$ cat config.mk
export PLATFORM = sky130hd
export DESIGN_NAME = load_store_unit_flat
export DESIGN_NICKNAME = d
export VERILOG_FILES = /design/src/rtl/load_store_unit_if.sv /design/src/rtl/load_store_unit.sv /design/src/flat_wrapper.sv
export SDC_FILE = /design/constraint.sdc
export NUM_CORES = 1
export LEC_CHECK = 0
export ABC_AREA = 1
export ABC_CLOCK_PERIOD_IN_PS = 3500
export BUFFER_PORTS_ARGS = -buffer_cell sky130_fd_sc_hd__clkbuf_2
export CORE_ASPECT_RATIO = 1.75
export CORE_MARGIN = 5
export CORE_UTILIZATION = 35
export DETAILED_ROUTE_END_ITERATION = 8
export GPL_ROUTABILITY_DRIVEN = 0
export GPL_TIMING_DRIVEN = 0
export PLACE_DENSITY = 0.67
export SLEW_MARGIN = 40
export SYNTH_ARGS = -nofsm -noshare
export SYNTH_HDL_FRONTEND = slang
export SYNTH_SLANG_ARGS = --single-unit
export TNS_END_PERCENT = 1
$ cat constraint.sdc
create_clock -name clk -period 3.5 [get_ports clk]
set_clock_uncertainty 0.2 [all_clocks]
set_input_delay 0.35 -clock clk [delete_from_list [all_inputs] [get_ports clk]]
set_output_delay 0.35 -clock clk [all_outputs]
set_load 0.01 [all_outputs]
$ cat src/rtl/load_store_unit_if.sv
// Core-side request/writeback and data-memory strobe signals of the load/store unit.
// The slave modport is the unit's view; the master modport is the core/memory side.
interface load_store_unit_if #(
  parameter int DATA_W = 16,
  parameter int ADDR_W = 6,
  parameter int REG_W  = 3
);
  logic              req;
  logic              is_load;
  logic              is_store;
  logic [15:0]       addr;
  logic [DATA_W-1:0] store_data;
  logic [REG_W-1:0]  dest_reg;
  logic              busy;
  logic              wb_valid;
  logic [DATA_W-1:0] wb_data;
  logic [REG_W-1:0]  wb_reg;
  logic              st_ack;
  logic              fault;
  logic              mem_wr_en;
  logic              mem_rd_en;
  logic [ADDR_W-1:0] mem_address;
  logic [DATA_W-1:0] mem_data_in;
  logic [DATA_W-1:0] mem_data_out;

  modport slave (
    input  req, is_load, is_store, addr, store_data, dest_reg, mem_data_out,
    output busy, wb_valid, wb_data, wb_reg, st_ack, fault,
           mem_wr_en, mem_rd_en, mem_address, mem_data_in
  );

  modport master (
    output req, is_load, is_store, addr, store_data, dest_reg, mem_data_out,
    input  busy, wb_valid, wb_data, wb_reg, st_ack, fault,
           mem_wr_en, mem_rd_en, mem_address, mem_data_in
  );
endinterface

$ cat src/rtl/load_store_unit.sv
// Single-outstanding load/store unit: range-checks the effective address, strobes a
// registered-read data memory for one cycle, and returns load data with its register tag.
//
// state   | meaning
// IDLE    | waiting for req; faults are reported without leaving IDLE
// ISSUE   | one memory strobe is high this cycle
// CAPTURE | load data is on mem_data_out; written back at the next edge
module load_store_unit #(
  parameter int DATA_W = 16,
  parameter int ADDR_W = 6,
  parameter int REG_W  = 3
) (
  input  logic              clk,
  input  logic              rst,
  load_store_unit_if.slave  bus
);
  typedef enum logic [1:0] {IDLE, ISSUE, CAPTURE} state_t;

  state_t            state_q, state_d;
  logic              busy_q, busy_d;
  logic              mem_wr_en_q, mem_wr_en_d;
  logic              mem_rd_en_q, mem_rd_en_d;
  logic [ADDR_W-1:0] mem_address_q, mem_address_d;
  logic [DATA_W-1:0] mem_data_in_q, mem_data_in_d;
  logic [REG_W-1:0]  tag_q, tag_d;
  logic              wb_valid_q, wb_valid_d;
  logic [DATA_W-1:0] wb_data_q, wb_data_d;
  logic [REG_W-1:0]  wb_reg_q, wb_reg_d;
  logic              st_ack_q, st_ack_d;
  logic              fault_q, fault_d;

  logic accept, range_ok, enc_ok;

  assign accept   = bus.req && !busy_q;
  assign range_ok = (bus.addr[15:ADDR_W] == '0);
  assign enc_ok   = bus.is_load ^ bus.is_store;

  always_comb begin
    state_d       = state_q;
    mem_wr_en_d   = 1'b0;
    mem_rd_en_d   = 1'b0;
    mem_address_d = mem_address_q;
    mem_data_in_d = mem_data_in_q;
    tag_d         = tag_q;
    wb_valid_d    = 1'b0;
    wb_data_d     = wb_data_q;
    wb_reg_d      = wb_reg_q;
    st_ack_d      = 1'b0;
    fault_d       = 1'b0;

    case (state_q)
      IDLE: begin
        if (accept) begin
          if (!range_ok || !enc_ok) begin
            fault_d = 1'b1;
          end else begin
            mem_address_d = bus.addr[ADDR_W-1:0];
            mem_data_in_d = bus.store_data;
            tag_d         = bus.dest_reg;
            mem_wr_en_d   = bus.is_store;
            mem_rd_en_d   = bus.is_load;
            state_d       = ISSUE;
          end
        end
      end
      ISSUE: begin
        // The write strobe still being high tells us which kind of access is in flight.
        if (mem_wr_en_q) begin
          st_ack_d = 1'b1;
          state_d  = IDLE;
        end else begin
          state_d = CAPTURE;
        end
      end
      CAPTURE: begin
        wb_valid_d = 1'b1;
        wb_data_d  = bus.mem_data_out;
        wb_reg_d   = tag_q;
        state_d    = IDLE;
      end
      default: state_d = IDLE;
    endcase

    busy_d = (state_d != IDLE);
  end

  always_ff @(posedge clk or posedge rst) begin
    if (rst) begin
      state_q       <= IDLE;
      busy_q        <= 1'b0;
      mem_wr_en_q   <= 1'b0;
      mem_rd_en_q   <= 1'b0;
      mem_address_q <= '0;
      mem_data_in_q <= '0;
      tag_q         <= '0;
      wb_valid_q    <= 1'b0;
      wb_data_q     <= '0;
      wb_reg_q      <= '0;
      st_ack_q      <= 1'b0;
      fault_q       <= 1'b0;
    end else begin
      state_q       <= state_d;
      busy_q        <= busy_d;
      mem_wr_en_q   <= mem_wr_en_d;
      mem_rd_en_q   <= mem_rd_en_d;
      mem_address_q <= mem_address_d;
      mem_data_in_q <= mem_data_in_d;
      tag_q         <= tag_d;
      wb_valid_q    <= wb_valid_d;
      wb_data_q     <= wb_data_d;
      wb_reg_q      <= wb_reg_d;
      st_ack_q      <= st_ack_d;
      fault_q       <= fault_d;
    end
  end

  assign bus.busy        = busy_q;
  assign bus.mem_wr_en   = mem_wr_en_q;
  assign bus.mem_rd_en   = mem_rd_en_q;
  assign bus.mem_address = mem_address_q;
  assign bus.mem_data_in = mem_data_in_q;
  assign bus.wb_valid    = wb_valid_q;
  assign bus.wb_data     = wb_data_q;
  assign bus.wb_reg      = wb_reg_q;
  assign bus.st_ack      = st_ack_q;
  assign bus.fault       = fault_q;
endmodule

$ cat src/flat_wrapper.sv
// flat-port wrapper written by rule: the top's interface ports become plain ports
module load_store_unit_flat 
#(
  parameter int DATA_W = 16,
  parameter int ADDR_W = 6,
  parameter int REG_W  = 3
)
  (clk, rst, bus_req, bus_is_load, bus_is_store, bus_addr, bus_store_data, bus_dest_reg, bus_mem_data_out, bus_busy, bus_wb_valid, bus_wb_data, bus_wb_reg, bus_st_ack, bus_fault, bus_mem_wr_en, bus_mem_rd_en, bus_mem_address, bus_mem_data_in);
  load_store_unit_if #(.DATA_W(DATA_W), .ADDR_W(ADDR_W), .REG_W(REG_W)) bus_i ();
  input  logic clk;
  input  logic rst;
  input wire logic [$bits(bus_i.req)-1:0] bus_req;
  input wire logic [$bits(bus_i.is_load)-1:0] bus_is_load;
  input wire logic [$bits(bus_i.is_store)-1:0] bus_is_store;
  input wire logic [$bits(bus_i.addr)-1:0] bus_addr;
  input wire logic [$bits(bus_i.store_data)-1:0] bus_store_data;
  input wire logic [$bits(bus_i.dest_reg)-1:0] bus_dest_reg;
  input wire logic [$bits(bus_i.mem_data_out)-1:0] bus_mem_data_out;
  output wire logic [$bits(bus_i.busy)-1:0] bus_busy;
  output wire logic [$bits(bus_i.wb_valid)-1:0] bus_wb_valid;
  output wire logic [$bits(bus_i.wb_data)-1:0] bus_wb_data;
  output wire logic [$bits(bus_i.wb_reg)-1:0] bus_wb_reg;
  output wire logic [$bits(bus_i.st_ack)-1:0] bus_st_ack;
  output wire logic [$bits(bus_i.fault)-1:0] bus_fault;
  output wire logic [$bits(bus_i.mem_wr_en)-1:0] bus_mem_wr_en;
  output wire logic [$bits(bus_i.mem_rd_en)-1:0] bus_mem_rd_en;
  output wire logic [$bits(bus_i.mem_address)-1:0] bus_mem_address;
  output wire logic [$bits(bus_i.mem_data_in)-1:0] bus_mem_data_in;
  assign bus_i.req = bus_req;
  assign bus_i.is_load = bus_is_load;
  assign bus_i.is_store = bus_is_store;
  assign bus_i.addr = bus_addr;
  assign bus_i.store_data = bus_store_data;
  assign bus_i.dest_reg = bus_dest_reg;
  assign bus_i.mem_data_out = bus_mem_data_out;
  assign bus_busy = bus_i.busy;
  assign bus_wb_valid = bus_i.wb_valid;
  assign bus_wb_data = bus_i.wb_data;
  assign bus_wb_reg = bus_i.wb_reg;
  assign bus_st_ack = bus_i.st_ack;
  assign bus_fault = bus_i.fault;
  assign bus_mem_wr_en = bus_i.mem_wr_en;
  assign bus_mem_rd_en = bus_i.mem_rd_en;
  assign bus_mem_address = bus_i.mem_address;
  assign bus_mem_data_in = bus_i.mem_data_in;
  load_store_unit #(.DATA_W(DATA_W), .ADDR_W(ADDR_W), .REG_W(REG_W)) u_core (.clk(clk), .rst(rst), .bus(bus_i));
endmodule
# Yosys cells after proc, flatten, opt, wreduce, memory -nomap -nowiden
# Index checks and enable logic that the tools add are counted.
# op_classes
n_eq_ne	2
muxes	16
n_bitwise	2
reduce_logical	9
# op_table
cell	count
1-bit two-way mux	12
10-bit logical NOT	1
2-bit two-way mux	3
2-bit case mux with 2 select lines	1
1-bit logical NOT	3
3-bit AND reduction	1
2-bit by 1-bit == test with 1-bit output, second input constant	1
2-bit == test, second input constant	1
2-bit logical NOT	1
2-bit nonzero test	1
1-bit logical AND	1
1-bit logical OR	1
1-bit NOT	1
1-bit bitwise XOR	1
# word_totals
ff_bits	52
inputBits	56
output_inout_bits	47
wordCells	41

# Longest topological paths before layout
# depth
ltp_word	7
depth_mapped	8
mapped_depth_nobuf	6

# Worst setup path before layout
# OpenSTA, ideal clock, no wires.
# synth_timing
path_type	register -> register
start	register u_core.busy_q (netlist: u_core.bus.busy)
end	register u_core.mem_address_q[4] (netlist: u_core.bus.mem_address[4])
setup_time_ns	0.117
arrival_ns	1.159
t_required_ns	3.183
path_slack_ns	2.024
path_stages_with_launch	9
n_path_buf	2
synth_period_minus_slack_ns	1.476
cell_sequence	dfrtp_1 inv_1 nand2_1 nor2_4 nand3_2 buf_6 buf_6 nand2_2 nand2_1
# synth_via
elab_chain_cells	3
# synth_rtl
item	line	source
from (decl)	load_store_unit.sv:20	logic busy_q, busy_d;
from (signal assigned)	load_store_unit.sv:103	busy_q <= busy_d;
1-bit logical NOT	load_store_unit.sv:34	assign accept = bus.req && !busy_q;
1-bit logical AND	load_store_unit.sv:34	
3-bit AND reduction (no line)	-	
to (signal assigned)	load_store_unit.sv:106	mem_address_q <= mem_address_d;
to (decl)	load_store_unit.sv:23	logic [ADDR_W-1:0] mem_address_q, mem_address_d;
# Every way passes these cells.
# A chain may end at the register's enable or synchronous reset.

# Final worst setup path
# layout_timing
start	register u_core.busy_q (netlist: u_core.bus.busy)
end	register u_core.mem_data_in_q[7] (netlist: u_core.bus.mem_data_in[7])
# layout_via
elab_chain_cells	3
# layout_rtl
item	line	source
1-bit logical NOT	load_store_unit.sv:34	
1-bit logical AND	load_store_unit.sv:34	
3-bit AND reduction (no line)	-	
to (signal assigned)	load_store_unit.sv:107	mem_data_in_q <= mem_data_in_d;
to (decl)	load_store_unit.sv:24	logic [DATA_W-1:0] mem_data_in_q, mem_data_in_d;
# Every way passes these cells.

==> results.md <==
* Slew Limit Fails at 0
* Setup_tns at 0 ns
* Relative slew slack at 0.703
* DRC viols at 0
* Gr usage total at 0.146
* Worst slew pin tran at approximately 0.44 ns
* MaxCap Viol Count at 0
* Yosys warns at 0
* Critical-path cell list: inv_1 > nand2_1 > nor2_4 > nand3_2 > buf_6 > buf_6 > nand2_2 > nand2_1
* Leakage power at between 1.5 and 2 nW
* Area grow syn2layout at 34.4%
* Clock transition at path regs at about 0.090 ns
* H-tree depth reported by CTS at 2
* Crit path kind: reg2reg
* First-pass GRT wire length at between 8000 and 9000 um
* Wire length per cell at roughly 13 um
* Largest family of logic cells by synthesized area: simple AND/OR/NAND/NOR gates
* Fin util at 0.485
* Most frequent cells in the layout: 103 x nand2_1, 102 x clkbuf_2, 52 x dfrtp_1
* RSZ-0062 raised after global routing: false
* Slowest-stage cell, CP: dfrtp_1
* Mapped cell area at approximately 0.0021 mm2
* Critical Path RT at around 3.5 ns
* HP Class: in2reg
* Post-synth net total at 284
* I/O Buffers at ~100
* Critical Path Stages at 8
* CP delay by family, top: simple AND/OR/NAND/NOR gates
* F_max at between 600 and 700 MHz
* Die Ht at roughly 110 um
* XOR/XNOR Fraction of Synth Area at 0
* Final Cycle Share at 0.448
* Post-Synth Simple-Gate Area at 0.335
* Worst Hold Depth at 3
* Fin worst setup slack at 1.93 ns
* Row Count at 37
* Complex-gate fraction of the synthesized area at 0.00354
* Worst skew pair latency at about 0.30 ns
* Vias per inst at 4.52
* Yosys cell types at 16
* Mean Syn Cell Area at roughly 9.3 um2
* DR iter-0 viols at roughly 110
* Post-route ant nets at 0
* CTS Buf Count at 5
* # setup viols final at 0
* Startpoint types: flop
* Mapped Cells at 228
* Die area at 0.00778 mm2
* Hpwl dp at between 4000 and 5000 um
* Largest net degree at the start of global routing at 28
* Reg2Reg Depth at 8
* Initial core utilization at 0.361
* Fin crit period at between 1.5 and 2 ns
* Clk sink count at 52
* CP Max Fanout at 10
* Peak supply drop at about 0.18 mV
* TritonCTS clock tree: done
* Vias at between 1.5k and 2k
* Vias in the first global route at 1925
* Setup Buffers After CTS at 0
* Commonest non-fill, non-tap cell in the layout: nand2_1
* Worst EP arrival at ~1.6 ns
* Final hold slack at roughly 0.041 ns
* PwrDens at 360 mW/mm2
* Critical Path Max Stage Delay at around 0.38 ns
* Nature of the critical path endpoint: flop
* Core Region at between 0.005 and 0.006 mm2
* Final Hold Fails at 0
* DRT Pass-1 Iters at 4
* Final instance area at between 0.002 and 0.003 mm2
* GRT overflow at 0
* Flops & latches, synth at 52
* I/O Pins at between 100 and 150
* Status: finished, final reports clean
* # nets final at between 300 and 400
* Initial antenna violation count at 0
* Synth Area in Adders at 0
* Ratio of cells with drive above 1 in the final layout at 0.406
* Sequential share of the synthesized area at 0.614
* Placed cell areas at between 0.002 and 0.003 mm2
* Pre-CTS WS at about 1.8 ns
* CP bufs+invs at 3
* Post-synthesis mux area share at 0
* Routed wire length at 5230 um
* ANT cells at 0
* Die Wd at roughly 69 um
* Root buf cell: clkbuf_8
* Clock Tree Buf Depth at 2
## repair_timing
action                                 CTS  global route
endpoints found under the hold margin   26             0
resized for setup                        0             0
hold buffers                             1             0
## area by class of cell
class / count / area, um2
multi-input cells: 155 / 717
repair buffers: 104 / 541
flip-flops and latches: 52 / 1300
fillers: 608 / 3030
plain buffers: 12 / 68.8
inverters: 9 / 36.3
clock buffers: 6 / 72.6
clock inverters: 2 / 16.3
well taps: 78 / 97.6
## stage by stage
step	power, mW	instances
CTS	1.05	418
global route	1.08	418
finish	1.03	418
floorplan	0.652	228
global placement	0.696	408
detailed placement	0.701	409
## worst min-delay path, cell delays in order
cell and delay (ns):
clkbuf_2 0.07, nand2_1 0.04, nand2_1 0.05
## where the power goes
part           switching [mW]  total [mW]  internal, mW
sequential            0.00321       0.610         0.606
combinational          0.0429      0.0781        0.0352
clock                   0.197       0.339         0.143
total                   0.243        1.03         0.784
## per-layer routing
| metal | part of all wire | GRT usage |
|---|---|---|
| met5 | 0 | 0 |
| met1 | 0.37 | 0.162 |
| met2 | 0.53 | 0.255 |
| met4 | 0.031 | 0.0664 |
| met3 | 0.073 | 0.0328 |
## final timing paths
path | end | startpoint | slack, ns
worst min-delay path | u_core.bus.wb_data[0] | bus_mem_data_out[0] | 0.04
worst max-delay path | u_core.bus.mem_data_in[7] | u_core.bus.busy | 1.93
max in group asynchronous | u_core.bus.mem_address[4] | rst | 2.29
min in group asynchronous | u_core.bus.wb_data[14] | rst | 0.35
worst min register to register | u_core.bus.mem_address[2] | u_core.bus.mem_address[2] | 0.27
worst max register to register | u_core.bus.mem_data_in[7] | u_core.bus.busy | 1.93
## cells in the mapped netlist, drive strengths merged
| cell type | count | area, um2 |
|---|---|---|
| and3 | 1 | 6.26 |
| inv | 9 | 33.8 |
| a21boi | 1 | 7.51 |
| nor3 | 1 | 5.00 |
| dfrtp | 52 | 1300 |
| nand3 | 1 | 10.0 |
| nor2 | 12 | 76.3 |
| nand2 | 114 | 455 |
| clkbuf | 3 | 11.3 |
| buf | 9 | 57.6 |
| nand4 | 25 | 156 |
## cell families (layout without fill, tap and decap cells)
| group | after synthesis | count (layout) |
|---|---|---|
| flip-flops | 52 | 52 |
| AO/OA/AOI/OAI | 1 | 1 |
| AND/OR/NAND/NOR | 154 | 154 |
| buffers and inverters | 21 | 133 |
Power figures use the tool's default switching activity.
